<file path="src/rtl/adc_sample_ctrl.sv">
// ---------------------------------------------------------------------------
// adc_sample_ctrl
//
// Sequencer for a parallel-output ADC with a convert-start / busy / read
// protocol. Conversions are started at a fixed minimum period while enable
// is high. Each conversion goes through these steps:
//   1. pulse convStart low,
//   2. wait for busy to rise and then fall (this wait is bounded by a timeout),
//   3. pulse rd_cs low for two cycles and take adcVoltage on the second one,
//   4. publish the result on sample with a one-cycle sampleValid pulse.
//
// Optional feature (macro ADC_AVG_EN):
//   When defined, successful reads are summed in a 10-bit accumulator, and
//   every fourth read publishes the mean (accumulator[9:2]). A timeout
//   discards any partial sum. When the macro is undefined there is no
//   accumulator logic at all, and every successful read is published directly.
//
// Parameters:
//   CONV_PERIOD   minimum clk cycles between successive conversion starts (8..255)
//   START_WIDTH   convStart low-pulse width in clk cycles (1..7)
//   BUSY_TIMEOUT  max clk cycles from convStart release to busy falling (4..255)
//
// Ports:
//   clk           system clock, rising edge
//   reset         synchronous, active-high reset
//   enable        high permits new conversions to start
//   busy          ADC conversion in progress (already synchronized)
//   adcVoltage    ADC parallel data, valid while rd_cs is low
//   convStart     ADC conversion start, active low (registered)
//   rd_cs         ADC read / chip select, active low (registered)
//   sample        latest published voltage code (registered)
//   sampleValid   one-cycle pulse when sample updates (registered)
//   timeoutFault  sticky: the last conversion timed out (registered)
//   stateDbg      current FSM state encoding, for observation only
//
// Output handshake: sampleValid is a qualifier with no back-pressure. It is
// high for exactly one cycle, and in that cycle sample holds the new value.
// sample then holds that value until the next pulse or until reset. A
// consumer must take the value in the pulse cycle. There is no ready input.
// ---------------------------------------------------------------------------
module adc_sample_ctrl #(
    parameter int CONV_PERIOD  = 64,
    parameter int START_WIDTH  = 2,
    parameter int BUSY_TIMEOUT = 32
) (
    input  logic       clk,
    input  logic       reset,
    input  logic       enable,
    input  logic       busy,
    input  logic [7:0] adcVoltage,
    output logic       convStart,
    output logic       rd_cs,
    output logic [7:0] sample,
    output logic       sampleValid,
    output logic       timeoutFault,
    output logic [2:0] stateDbg
);

    // Each terminal count is one less than the parameter. The counter starts
    // at 0 on the first cycle of the phase it times.
    localparam logic [7:0] PERIOD_LAST  = 8'(CONV_PERIOD - 1);
    localparam logic [2:0] START_LAST   = 3'(START_WIDTH - 1);
    localparam logic [7:0] TIMEOUT_LAST = 8'(BUSY_TIMEOUT - 1);

    typedef enum logic [2:0] {
        IDLE    = 3'd0,
        START   = 3'd1,
        WAIT_HI = 3'd2,
        WAIT_LO = 3'd3,
        READ    = 3'd4
    } state_t;

    state_t     state;
    state_t     stateNext;

    logic [7:0] periodCnt;
    logic [2:0] startCnt;
    logic [7:0] timeoutCnt;
    logic       readCnt;

    // Single-cycle events decoded from the FSM. They drive the output registers.
    logic       readDone;
    logic       timedOut;

    logic       inWait;
    logic       stayWait;

    assign stateDbg = state;

    // -----------------------------------------------------------------------
    // State register
    // -----------------------------------------------------------------------
    always_ff @(posedge clk) begin
        if (reset) begin
            state <= IDLE;
        end else begin
            state <= stateNext;
        end
    end

    // -----------------------------------------------------------------------
    // Next-state logic
    // -----------------------------------------------------------------------
    always_comb begin
        stateNext = state;
        readDone  = 1'b0;
        timedOut  = 1'b0;
        case (state)
            IDLE: begin
                if (enable && (periodCnt == PERIOD_LAST)) begin
                    stateNext = START;
                end
            end
            START: begin
                if (startCnt == START_LAST) begin
                    stateNext = WAIT_HI;
                end
            end
            WAIT_HI: begin
                // If busy is already high on the first cycle here, we accept it.
                if (busy) begin
                    stateNext = WAIT_LO;
                end else if (timeoutCnt == TIMEOUT_LAST) begin
                    stateNext = IDLE;
                    timedOut  = 1'b1;
                end
            end
            WAIT_LO: begin
                // If busy falls on the last allowed cycle, the conversion
                // still counts as successful.
                if (!busy) begin
                    stateNext = READ;
                end else if (timeoutCnt == TIMEOUT_LAST) begin
                    stateNext = IDLE;
                    timedOut  = 1'b1;
                end
            end
            READ: begin
                // The second read cycle is the capture cycle.
                if (readCnt) begin
                    stateNext = IDLE;
                    readDone  = 1'b1;
                end
            end
            default: begin
                stateNext = IDLE;
            end
        endcase
    end

    // -----------------------------------------------------------------------
    // Phase counters
    // -----------------------------------------------------------------------
    assign inWait   = (state == WAIT_HI) || (state == WAIT_LO);
    assign stayWait = (stateNext == WAIT_HI) || (stateNext == WAIT_LO);

    // Free-running period counter. It saturates, so after a long idle stretch
    // the next start can go as soon as enable is high. It restarts from zero
    // at each conversion start, which sets the start-to-start spacing.
    always_ff @(posedge clk) begin
        if (reset) begin
            periodCnt <= '0;
        end else if ((state == IDLE) && (stateNext == START)) begin
            periodCnt <= '0;
        end else if (periodCnt != PERIOD_LAST) begin
            periodCnt <= periodCnt + 8'd1;
        end
    end

    // Counts the cycles already spent in START.
    always_ff @(posedge clk) begin
        if (reset) begin
            startCnt <= '0;
        end else if ((state == START) && (stateNext == START)) begin
            startCnt <= startCnt + 3'd1;
        end else begin
            startCnt <= '0;
        end
    end

    // Timeout counter covers WAIT_HI and WAIT_LO together. Moving from
    // WAIT_HI to WAIT_LO does not restart it, so the limit applies to the
    // whole time from convStart release until busy falls.
    always_ff @(posedge clk) begin
        if (reset) begin
            timeoutCnt <= '0;
        end else if (inWait && stayWait) begin
            timeoutCnt <= timeoutCnt + 8'd1;
        end else begin
            timeoutCnt <= '0;
        end
    end

    // Selects which of the two read cycles we are in.
    always_ff @(posedge clk) begin
        if (reset) begin
            readCnt <= 1'b0;
        end else if ((state == READ) && (stateNext == READ)) begin
            readCnt <= 1'b1;
        end else begin
            readCnt <= 1'b0;
        end
    end

    // -----------------------------------------------------------------------
    // Registered ADC strobes
    // These are decoded from the next state, so the pins change on the same
    // edge as the state register. Because the FSM is in exactly one state,
    // convStart and rd_cs can never both be low.
    // -----------------------------------------------------------------------
    always_ff @(posedge clk) begin
        if (reset) begin
            convStart <= 1'b1;
            rd_cs     <= 1'b1;
        end else begin
            convStart <= (stateNext != START);
            rd_cs     <= (stateNext != READ);
        end
    end

    // -----------------------------------------------------------------------
    // Fault flag
    // It is set by a timeout and cleared by the next successful read.
    // -----------------------------------------------------------------------
    always_ff @(posedge clk) begin
        if (reset) begin
            timeoutFault <= 1'b0;
        end else if (timedOut) begin
            timeoutFault <= 1'b1;
        end else if (readDone) begin
            timeoutFault <= 1'b0;
        end
    end

    // -----------------------------------------------------------------------
    // Sample publication
    // -----------------------------------------------------------------------
`ifdef ADC_AVG_EN
    logic [9:0] accum;
    logic [1:0] readCount;
    logic [9:0] accumSum;

    // Four 8-bit codes sum to at most 1020, so 10 bits are enough.
    assign accumSum = accum + {2'b00, adcVoltage};

    always_ff @(posedge clk) begin
        if (reset) begin
            sample      <= '0;
            sampleValid <= 1'b0;
            accum       <= '0;
            readCount   <= '0;
        end else begin
            sampleValid <= 1'b0;
            if (timedOut) begin
                // Drop the partial sum so one average never mixes
                // reads from before and after a fault.
                accum     <= '0;
                readCount <= '0;
            end else if (readDone) begin
                if (readCount == 2'd3) begin
                    sample      <= accumSum[9:2];
                    sampleValid <= 1'b1;
                    accum       <= '0;
                    readCount   <= '0;
                end else begin
                    accum     <= accumSum;
                    readCount <= readCount + 2'd1;
                end
            end
        end
    end
`else
    always_ff @(posedge clk) begin
        if (reset) begin
            sample      <= '0;
            sampleValid <= 1'b0;
        end else begin
            sampleValid <= readDone;
            if (readDone) begin
                sample <= adcVoltage;
            end
        end
    end
`endif

endmodule

</file>
<file path="config.mk">
export PLATFORM = sky130hd
export DESIGN_NAME = adc_sample_ctrl
export DESIGN_NICKNAME = d
export VERILOG_FILES = /design/src/rtl/adc_sample_ctrl.sv
export SDC_FILE = /design/constraint.sdc
export NUM_CORES = 1
export LEC_CHECK = 0
export ABC_AREA = 1
export CORE_MARGIN = 5
export CORE_UTILIZATION = 36
export CTS_CLUSTER_DIAMETER = 80
export DETAILED_ROUTE_END_ITERATION = 10
export SYNTH_ARGS = -nofsm -noshare
export SYNTH_HDL_FRONTEND = slang
export SYNTH_SLANG_ARGS = --single-unit
export TNS_END_PERCENT = 1
</file>
<file path="constraint.sdc">
create_clock -name clk -period 1.5 [get_ports clk]
set_clock_uncertainty 0.2 [all_clocks]
set_input_delay 0.3 -clock clk [delete_from_list [all_inputs] [get_ports clk]]
set_output_delay 0.3 -clock clk [all_outputs]
set_load 0.005 [all_outputs]
</file>
# [Word-level counts from Yosys, hierarchy flattened]
# Cells that the tools add are included.
# W data, S select, Z words.
[word_totals] word_cells=57 ff_bits=35 inputBits=12
[op_classes] n_reduce_logical=12 n_mux=16 eq_ne=14 add_sub_neg=3 n_bitwise=2
[ops] op="$mux W3" count=6
[ops] op="$add A8 B1 Y8 const B" count=2
[ops] op="$pmux W3 S5" count=1
[ops] op="$eq A3 B2 Y1 const B" count=4
[ops] op="$eq A3 B1 Y1 const B" count=3
[ops] op="$eq A8 B5 Y1 const B" count=1
[ops] op="$eq A8 B6 Y1 const B" count=1
[ops] op="$mux W1" count=8
[ops] op="$ne A8 B6 Y1 const B" count=1
[ops] op="$eq A3 B3 Y1 const B" count=2
[ops] op="$reduce_or A2 Y1" count=3
[ops] op="$logic_and A1 B1 Y1" count=5
[ops] op="$add A3 B1 Y3 const B" count=1
[ops] op="$logic_not A3 Y1" count=1
[ops] op="$ne A3 B1 Y1 const B" count=1
[ops] op="$ne A3 B3 Y1 const B" count=1
[ops] op="$logic_or A1 B1 Y1" count=2
[ops] op="$not A1 Y1" count=2
[ops] op="$pmux W1 S2" count=1
[ops] op="$reduce_bool A2 Y1" count=1

# [Longest topological paths before layout]
# Gate-level depths: netlist of the first run.
[depth] ltp_word=9 ltp_mapped=8

# [Worst setup path after synthesis of the first run]
# OpenSTA, ideal clock, no wires.
[synth_path] kind="reg-to-reg" from="reg timeoutCnt[0]" to="reg convStart" arrival_time_ns=1.156 stages_incl_launch_ff=9 path_slack_ns=0.019 path_buffers=0 setup_ns=0.125 cell_sequence="dfxtp_1 > ha_1 > nand2_1 > nor2_1 > nand3_1 > nand3_1 > nand2_2 > inv_1 > nand3_1"
[synth_between] elab_chain_cells=5
[synth_lines] element="start, declared" line="78" rtl="logic [7:0] timeoutCnt;"
[synth_lines] element="start signal, assigned" line="188" rtl="timeoutCnt <= timeoutCnt + 8'd1;"
[synth_lines] element="$eq A8 B5 Y1 (*)" line="123, 133"
[synth_lines] element="$mux W3 (*)" line="123, 133"
[synth_lines] element="$mux W3, on equally long branches" line="131, 121"
[synth_lines] element="$pmux W3 S5 (*)" line="108" rtl="case (state)"
[synth_lines] element="$ne A3 B1 Y1 (*)" line="216" rtl="convStart <= (stateNext != START);"
[synth_lines] element="end signal, assigned" line="216"
[synth_lines] element="end, declared" line="51" rtl="output logic convStart,"
# Every way passes the cells marked *; elsewhere a longest branch is shown, timed or not.
# A chain may end at the register's enable or synchronous reset.

# [Worst setup path in the final report of the first run]
[layout_path] from="reg timeoutCnt[1]" to="reg timeoutCnt[6]"
[layout_between] elab_chain_cells=9
[layout_lines] element="$eq A8 B5 Y1" line="123, 133"
[layout_lines] element="$mux W3" line="123, 133"
[layout_lines] element="$mux W3, on equally long branches" line="131, 121"
[layout_lines] element="$pmux W3 S5" line="108"
[layout_lines] element="$eq A3 B2 Y1" line="155" rtl="assign stayWait = (stateNext == WAIT_HI) || (stateNext == WAIT_LO);"
[layout_lines] element="$logic_or A1 B1 Y1" line="155"
[layout_lines] element="$logic_and A1 B1 Y1" line="187" rtl="end else if (inWait && stayWait) begin"
[layout_lines] element="$not A1 Y1 (no line)"
[layout_lines] element="$reduce_or A2 Y1 (no line)"
# Several ways; a longest one is shown, not always the timed one.

==> metrics.md, run 1 <==
| Metric | Value |
|---|---|
| CTS root buffer | clkbuf_8 |
| Max FO, Critical Path | 3 |
| Fillers | 375 |
| CP startpoint kind | flip-flop |
| Antenna-violating nets left | 0 |
| VDD IR max | 0.4349 mV |
| RSZ-0062 raised after global routing | true |
| Placer Congestion | 0.7634 |
| Port Buf Inserts | 26 |
| Initial core utilization | 37.03% |
| Gr ovfl total | 0 |
| Slowest Stage Delay on Critical Path | 0.35 ns |
| GRT Total Usage | 12.55% |
| Total power | approximately 1.7 mW |
| Longest Clk Path Bufs | 2 |
| Final HPWL DP | 2314 microns |
| Chip height | 74.15 microns |
| Post-Synthesis Cells | 187 |
| Worst path required time | around 1.5 ns |
| Area share of the largest cell type after synthesis | 47.30% |
| Register area share after synthesis | 47.30% |
| Leak | 0.9022 nW |
| Slew Viols, Final | 0 |
| Vias in the first global route | roughly 1200 |
| Outcome | complete, no violations |
| Routed via count | 1275 |
| Clock-pin slew of the registers on the worst-case setup and hold paths | 0.07 ns |
| WL final | between 3000 and 4000 microns |
| Commonest non-fill, non-tap cell in the layout | nor2_1 |
| Drt pass-1 iters | 4 |
| Rel. slew slack | 84.56% |
| DRC | 0 |
| Flop2flop setup slack | approximately 0.05 ns |
| Cell variety after synth | 21 |
| Worst setup EP type | flip-flop |
| Setup violations, final | 0 |
| Boundary pin count | 27 |
| FP Rows | 23 |
| Mapped Nets | between 200 and 250 |
| Minimum clock period | 1.451 ns |
| Yosys warning count | 0 |
| Die X | approximately 74 microns |
| Synth top area cells | dfxtp_1, nor2_1, nand2_1, nand3_1, inv_1 |
| Post-synth top area cell | dfxtp_1 |
| Power Dens Cells | approximately 800 nW/um^2 |
| CTS tree | done |
| Final Non-Filler Cells | 289 |
| N_diodes | 0 |
| Final net count | 255 |
| Synthesized area per cell | 7.922 sq um |
| Vias/cell | between 4 and 5 |
| CTS H-tree depth | 2 |
| Core ar. | 4000 sq um |
| P&R area growth vs syn | 43.33% |
| Worst path cell trace | ha_4 -> nand2_2 -> nor2_4 -> buf_6 -> inv_2 -> nor2_2 -> xor2_1 -> nor2_1 |
| Hold bufs inserted after CTS | 0 |
| Arr. time, crit path | 1.43 ns |
| First-pass GRT wire length | approximately 5300 microns |
| Setup TNS | 0 ns |
| Fmax | 0.6891 GHz |
| Final hold violations | 0 |
| Drt wl/cell | 10.79 microns |
| Flops & latches, synth | 35 |
| Largest net degree at the start of global routing | 13 |
| Cell count after placement | 280 |
| Synthesized area | 1481 sq um |
| Clk_lat worst skew | approximately 0.28 ns |
| Fin crit share | 96.74% |
| Clock sinks | 35 |
| Initial antenna violation count | 0 |
| Drt initial violations | 68 |
| Max-Cap Viols | 0 |
| Most frequent cells in the layout | nor2_1, nand2_1, dfxtp_1 |
| Inserted Clock Buffers | 5 |
| Total die area | 5498 sq um |
| Min-Delay Path Class | reg2reg |
| Slowest cell on crit path | dfxtp_2 |
| Ratio of cells with drive above 1 in the final layout | 26.78% |
| Final core utilization | 53.08% |
| Kind of critical path | reg2reg |
| Tightest Pin Transition | 0.2299 ns |
[metal layers]
metal	GRT usage (%)	up-vias	routed length (microns)
met4	4.829	0	45
met3	5.270	6	194
met5	0	-	0
met2	19.69	24	1449
li1	-	689	-
met1	15.30	556	1430
[stage by stage]
step / area, sq um / hold WS, ns / setup WS, ns
floorplan: 1481 / 0.1691 / 0.01892
global placement: 1952 / 0.2367 / -0.2076
detailed placement: 1952 / 0.2533 / -0.2411
CTS: 2033 / 0.2656 / 0.001133
global route: 2123 / 0.2879 / -0.03796
finish: 2123 / 0.2599 / 0.04890
[what timing repair did]
action	CTS	global route
setup endpoints to repair	26	20
pin swaps	0	12
setup buffers	0	2
resized for setup	21	21
[final timing paths]
path,endpoint,cells past startpoint,from
setup reg to reg,timeoutCnt[6]$_SDFF_PP0_,8,timeoutCnt[1]$_SDFF_PP0_
hold / removal,startCnt[0]$_SDFF_PP0_,1,startCnt[0]$_SDFF_PP0_
hold reg to reg,startCnt[0]$_SDFF_PP0_,1,startCnt[0]$_SDFF_PP0_
setup / recovery,timeoutCnt[6]$_SDFF_PP0_,8,timeoutCnt[1]$_SDFF_PP0_
[worst max-delay path, delay by kind of cell, from the launching register on]
kind / cells / cell delay (ns)
simple gates: 4 / 0.37
flops: 1 / 0.35
xor+xnor: 1 / 0.15
fa+ha+maj: 1 / 0.14
buf+inv: 2 / 0.14
[cells in the mapped netlist]
master,n
a21oi_1,13
a21oi_2,1
clkbuf_1,2
dfxtp_1,35
ha_1,4
inv_1,20
inv_2,2
nand2_1,29
nand2_2,5
nand3_1,19
nand3_2,1
nand3_4,1
nand3b_1,1
nand4_1,1
nor2_1,33
nor2_2,1
nor2_4,3
nor3_1,3
or2_2,1
xnor2_1,6
xor2_1,6
[sequential cells by signal (all words and copies together), names as in the netlist]
name	count
periodCnt	8
sample	8
timeoutCnt	8
startCnt	3
stateDbg	3
convStart	1
rd_cs	1
readCnt	1
sampleValid	1
timeoutFault	1
[final cells by class]
class	instances	area [sq um]	share of cell area, %
inverter	22	82.58	3.889
clock buffer	6	82.58	3.889
multi-input combinational	128	762.0	35.89
tap	50	62.56	2.946
clock inverter	1	5.005	0.2357
sequential	35	710.7	33.47
timing repair buffer	47	417.9	19.68
[cell families after synthesis]
kind of cell,synth area share (%)
simple gates,31.17
flops,47.30
buf+inv,6.081
compound gates,4.983
xor+xnor,7.095
fa+ha+maj,3.379
[power by group]
group	internal, mW	switching [mW]	total, mW	leakage [nW]
Combinational	0.0527	0.0314	0.0842	0.569
Clock	0.360	0.314	0.674	0.0470
Sequential	0.937	0.00720	0.944	0.286
Total	1.35	0.353	1.70	0.902
Power figures use the tool's default switching activity.
==> inputs of run 2 (changes only) <==
Settings changed: CORE_MARGIN 5 to default, SETUP_SLACK_MARGIN from default to 0.3.
==> run 2 against run 1 <==
Against the previous run:
- register-to-register slack improved by 0.02 ns
- fmax rose by 1.3%
- count of clock-buffer cells in the layout fell by 1
- cell count fell by 0.35%
- core utilization rose by 5.5 points
- first-iteration DRC count fell by 53%
- combinational power rose by 6.9%
- global-route usage rose by 4.3 points
- total power rose by 21%
- clock power rose by 51%
- routed wire length rose by 8.0%
- critical path depth did not move
- critical path type unchanged
- largest power group is now clock
==> metrics.md, run 2 (same netlist as run 1, synthesis figures left out) <==
| Metric | Value |
|---|---|
| Arr. time, crit path | 1.46 ns (+0.03 ns) |
| NetSw | 403.1 uW (+14%) |
| Max-Cap Viols | 0 (unchanged) |
| Most frequent cells in the layout | nor2_1, nand2_1, dfxtp_2 |
| Fin crit share | 95.49% (-1.2 points) |
| Int Pwr | 1.649 mW (+22%) |
| GRT Total Usage | 16.85% (+4.3 points) |
| Clk_lat worst skew | 0.29 ns (about the same) |
| Drt initial violations | 32 (-53%) |
| Switch share | 19.64% (-1.1 points) |
| Gr ovfl total | 0 (unchanged) |
| Antenna-violating nets left | 0 (unchanged) |
| CP startpoint kind | flip-flop |
| Rel. slew slack | 82.91% (-1.6 points) |
| FP Rows | 22 (-4.3%) |
| Placer Congestion | 0.8370 (+9.6%) |
| Multi-input gate area | 840.8 sq um (+10%) |
| P&R area growth vs syn | 50.25% |
| WL met2 | 1753 microns (+21%) |
| DRC | 0 (unchanged) |
| CTS tree | done |
| Core ar. | 3799 sq um (-5.0%) |
| Leak | 0.8923 nW (-1.1%) |
| Worst setup EP type | flip-flop |
| Hold path endpoint | startCnt[0]$_SDFF_PP0_ |
| Logic gate share of total power | 4.4% (-0.5 points) |
| Final hold violations | 0 (unchanged) |
| RSZ-0062 raised after global routing | true |
| Outcome | complete, no violations |
| Drt wl/cell | 11.70 microns (+8.4%) |
| Drt pass-1 iters | 4 (unchanged) |
| Final net count | 255 (unchanged) |
| Port Buf Inserts | 26 (unchanged) |
| Final HPWL DP | 2425 microns (+4.8%) |
| Setup Slack @ Placement | -0.2618 ns (-0.02074 ns) |
| CTS root buffer | clkbuf_8 |
| Clock power share | 49.7% (+10 points) |
| Largest net degree at the start of global routing | 13 (unchanged) |
| Kind of critical path | reg2reg |
| Final core utilization | 58.60% (+5.5 points) |
| Final Cell Area | 2226 sq um (+4.8%) |
| Clock sinks | 35 (unchanged) |
| Boundary pin count | 27 (unchanged) |
| Ratio of cells with drive above 1 in the final layout | 43.33% (+17 points) |
| Clock-pin slew of the registers on the worst-case setup and hold paths | 0.07 ns (about the same) |
| Met1 wire length | 1425 microns (-0.35%) |
| Max Used Layer | met4 |
| Reg-to-reg endpoint | timeoutCnt[2]$_SDFF_PP0_ |
| Longest Clk Path Bufs | 2 (unchanged) |
| Worst path required time | 1.53 ns (+0.05 ns) |
| VDD IR max | 0.5370 mV (+23%) |
| Routed via count | 1359 (+6.6%) |
| Vias in the first global route | 1346 (+11%) |
| Minimum clock period | 1.432 ns (-0.01871 ns) |
| Commonest non-fill, non-tap cell in the layout | nor2_1 |
| Flop2flop setup slack | 0.07 ns (+0.02 ns) |
| Max FO, Critical Path | 8 (+5) |
| Inserted Clock Buffers | 5 (unchanged) |
| Total die area | 4376 sq um (-20%) |
| Vias/cell | 4.719 (+7.0%) |
| Initial core utilization | 39.00% (+2.0 points) |
| CTS H-tree depth | 2 (unchanged) |
| Min-Delay Path Class | reg2reg |
| Worst reg2reg path depth | 8 (unchanged) |
| Min-delay src | startCnt[0]$_SDFF_PP0_ |
| N_diodes | 0 (unchanged) |
| Final setup margin | 0.06761 ns (+0.01871 ns) |
| Die X | 66.15 microns (-11%) |
| Setup violations, final | 0 (unchanged) |
| Dpl cell area | 1954 sq um (+0.13%) |
| WL final | 3370 microns (+8.0%) |
| First-pass GRT wire length | 5520 microns (+5.0%) |
| Chip height | 66.15 microns (-11%) |
| Slew Viols, Final | 0 (unchanged) |
| Crit path from | stateDbg[1]$_SDFF_PP0_ |
| Fmax | 0.6981 GHz (+1.3%) |
| Fillers | 329 (-12%) |
| Storage element area | 726.9 sq um (+2.3%) |
| Initial antenna violation count | 0 (unchanged) |
| Power Dens Cells | 922.1 nW/um^2 (+15%) |
| WL met3 | 129 microns (-34%) |
| Hold path depth | 1 (unchanged) |
| Reg2reg start | stateDbg[1]$_SDFF_PP0_ |
| Largest registers | periodCnt (8), sample (8), timeoutCnt (8) |
| Seq pwr share | 45.9% (-9.6 points) |
| Tightest Pin Transition | 0.2559 ns (+0.02607 ns) |
run 2: cell types whose count changed in the layout (fill, tap and decap cells not counted), moves of 3 or more:
| cell | previous run | this run |
|---|---|---|
| clkbuf_2 | 0 | 10 |
| nand2_4 | 0 | 3 |
| nor3_2 | 0 | 3 |
| a21oi_1 | 12 | 9 |
| dlygate4sd2_1 | 15 | 2 |
| buf_6 | 1 | 7 |
| dfxtp_2 | 8 | 18 |
| nor2_1 | 29 | 26 |
| nor3_1 | 3 | 0 |
| dfxtp_1 | 27 | 16 |
run 2: worst max-delay path: stages (launching register included):
cell and delay (ns):
dfxtp_2 0.34, buf_6 0.10, buf_6 0.09, nand2_4 0.06, a21oi_4 0.14, nand3_2 0.10
nand2_2 0.10, nand3_4 0.12, nor2_2 0.13
run 2: worst max path at each step:
| stage | end | slack, ns | cells after the start |
|---|---|---|---|
| 6_report | timeoutCnt[2]$_SDFF_PP0_ | 0.07 | 8 |
| 5_1_grt | timeoutCnt[7]$_SDFF_PP0_ | -0.03 | 8 |
| 4_1_cts | timeoutCnt[2]$_SDFF_PP0_ | 0.07 | 8 |
| 3_5_place_dp | timeoutCnt[2]$_SDFF_PP0_ | -0.26 | 7 |
| 3_3_place_gp | timeoutCnt[7]$_SDFF_PP0_ | -0.19 | 7 |
| 2_1_floorplan | timeoutCnt[1]$_SDFF_PP0_ | 0.15 | 8 |
run 2: per-layer routing:
metal	global-route usage, %	vias to the layer above
met4	7.979	0
li1	-	693
met3	3.276	7
met1	18.47	630
met5	0	-
met2	30.74	29
run 2: cell type report:
cell class / count / area share, %
Clock buffer: 5 / 3.092
Clock inverter: 3 / 3.035
Inverter: 22 / 3.710
Multi-Input combinational cell: 128 / 37.77
Sequential cell: 35 / 32.66
Tap cell: 48 / 2.698
Timing Repair Buffer: 47 / 17.03
run 2: timing repair:
item | 4_1_cts | 5_1_grt
hold buffers | 0 | 0
resized for setup | 35 | 59
pin swaps | 8 | 16
endpoints found under the setup margin | 49 | 50
endpoints found under the hold margin | 0 | 0
buffers inserted | 8 | 0
run 2: per-stage QoR:
| step | instances | setup TNS [ns] | hold WS, ns | power, mW |
|---|---|---|---|---|
| after floorplan | 187 | 0 | 0.1691 | 0.9940 |
| after global placement | 272 | -2.719 | 0.2291 | 1.036 |
| after detailed placement | 272 | -3.564 | 0.2397 | 1.039 |
| final | 288 | 0 | 0.2588 | 2.053 |
| after global routing | 288 | -0.1308 | 0.2695 | 2.103 |
| after CTS | 288 | 0 | 0.2638 | 2.059 |
run 2: power by group through the flow:
| stage | logic (mW) | registers (mW) | clock network (mW) |
|---|---|---|---|
| global route | 0.0980 | 0.943 | 1.06 |
| finish | 0.0900 | 0.942 | 1.02 |
| detailed placement | 0.0720 | 0.967 | 0 |
| floorplan | 0.0284 | 0.966 | 0 |
| CTS | 0.0810 | 0.942 | 1.04 |
| global placement | 0.0701 | 0.966 | 0 |
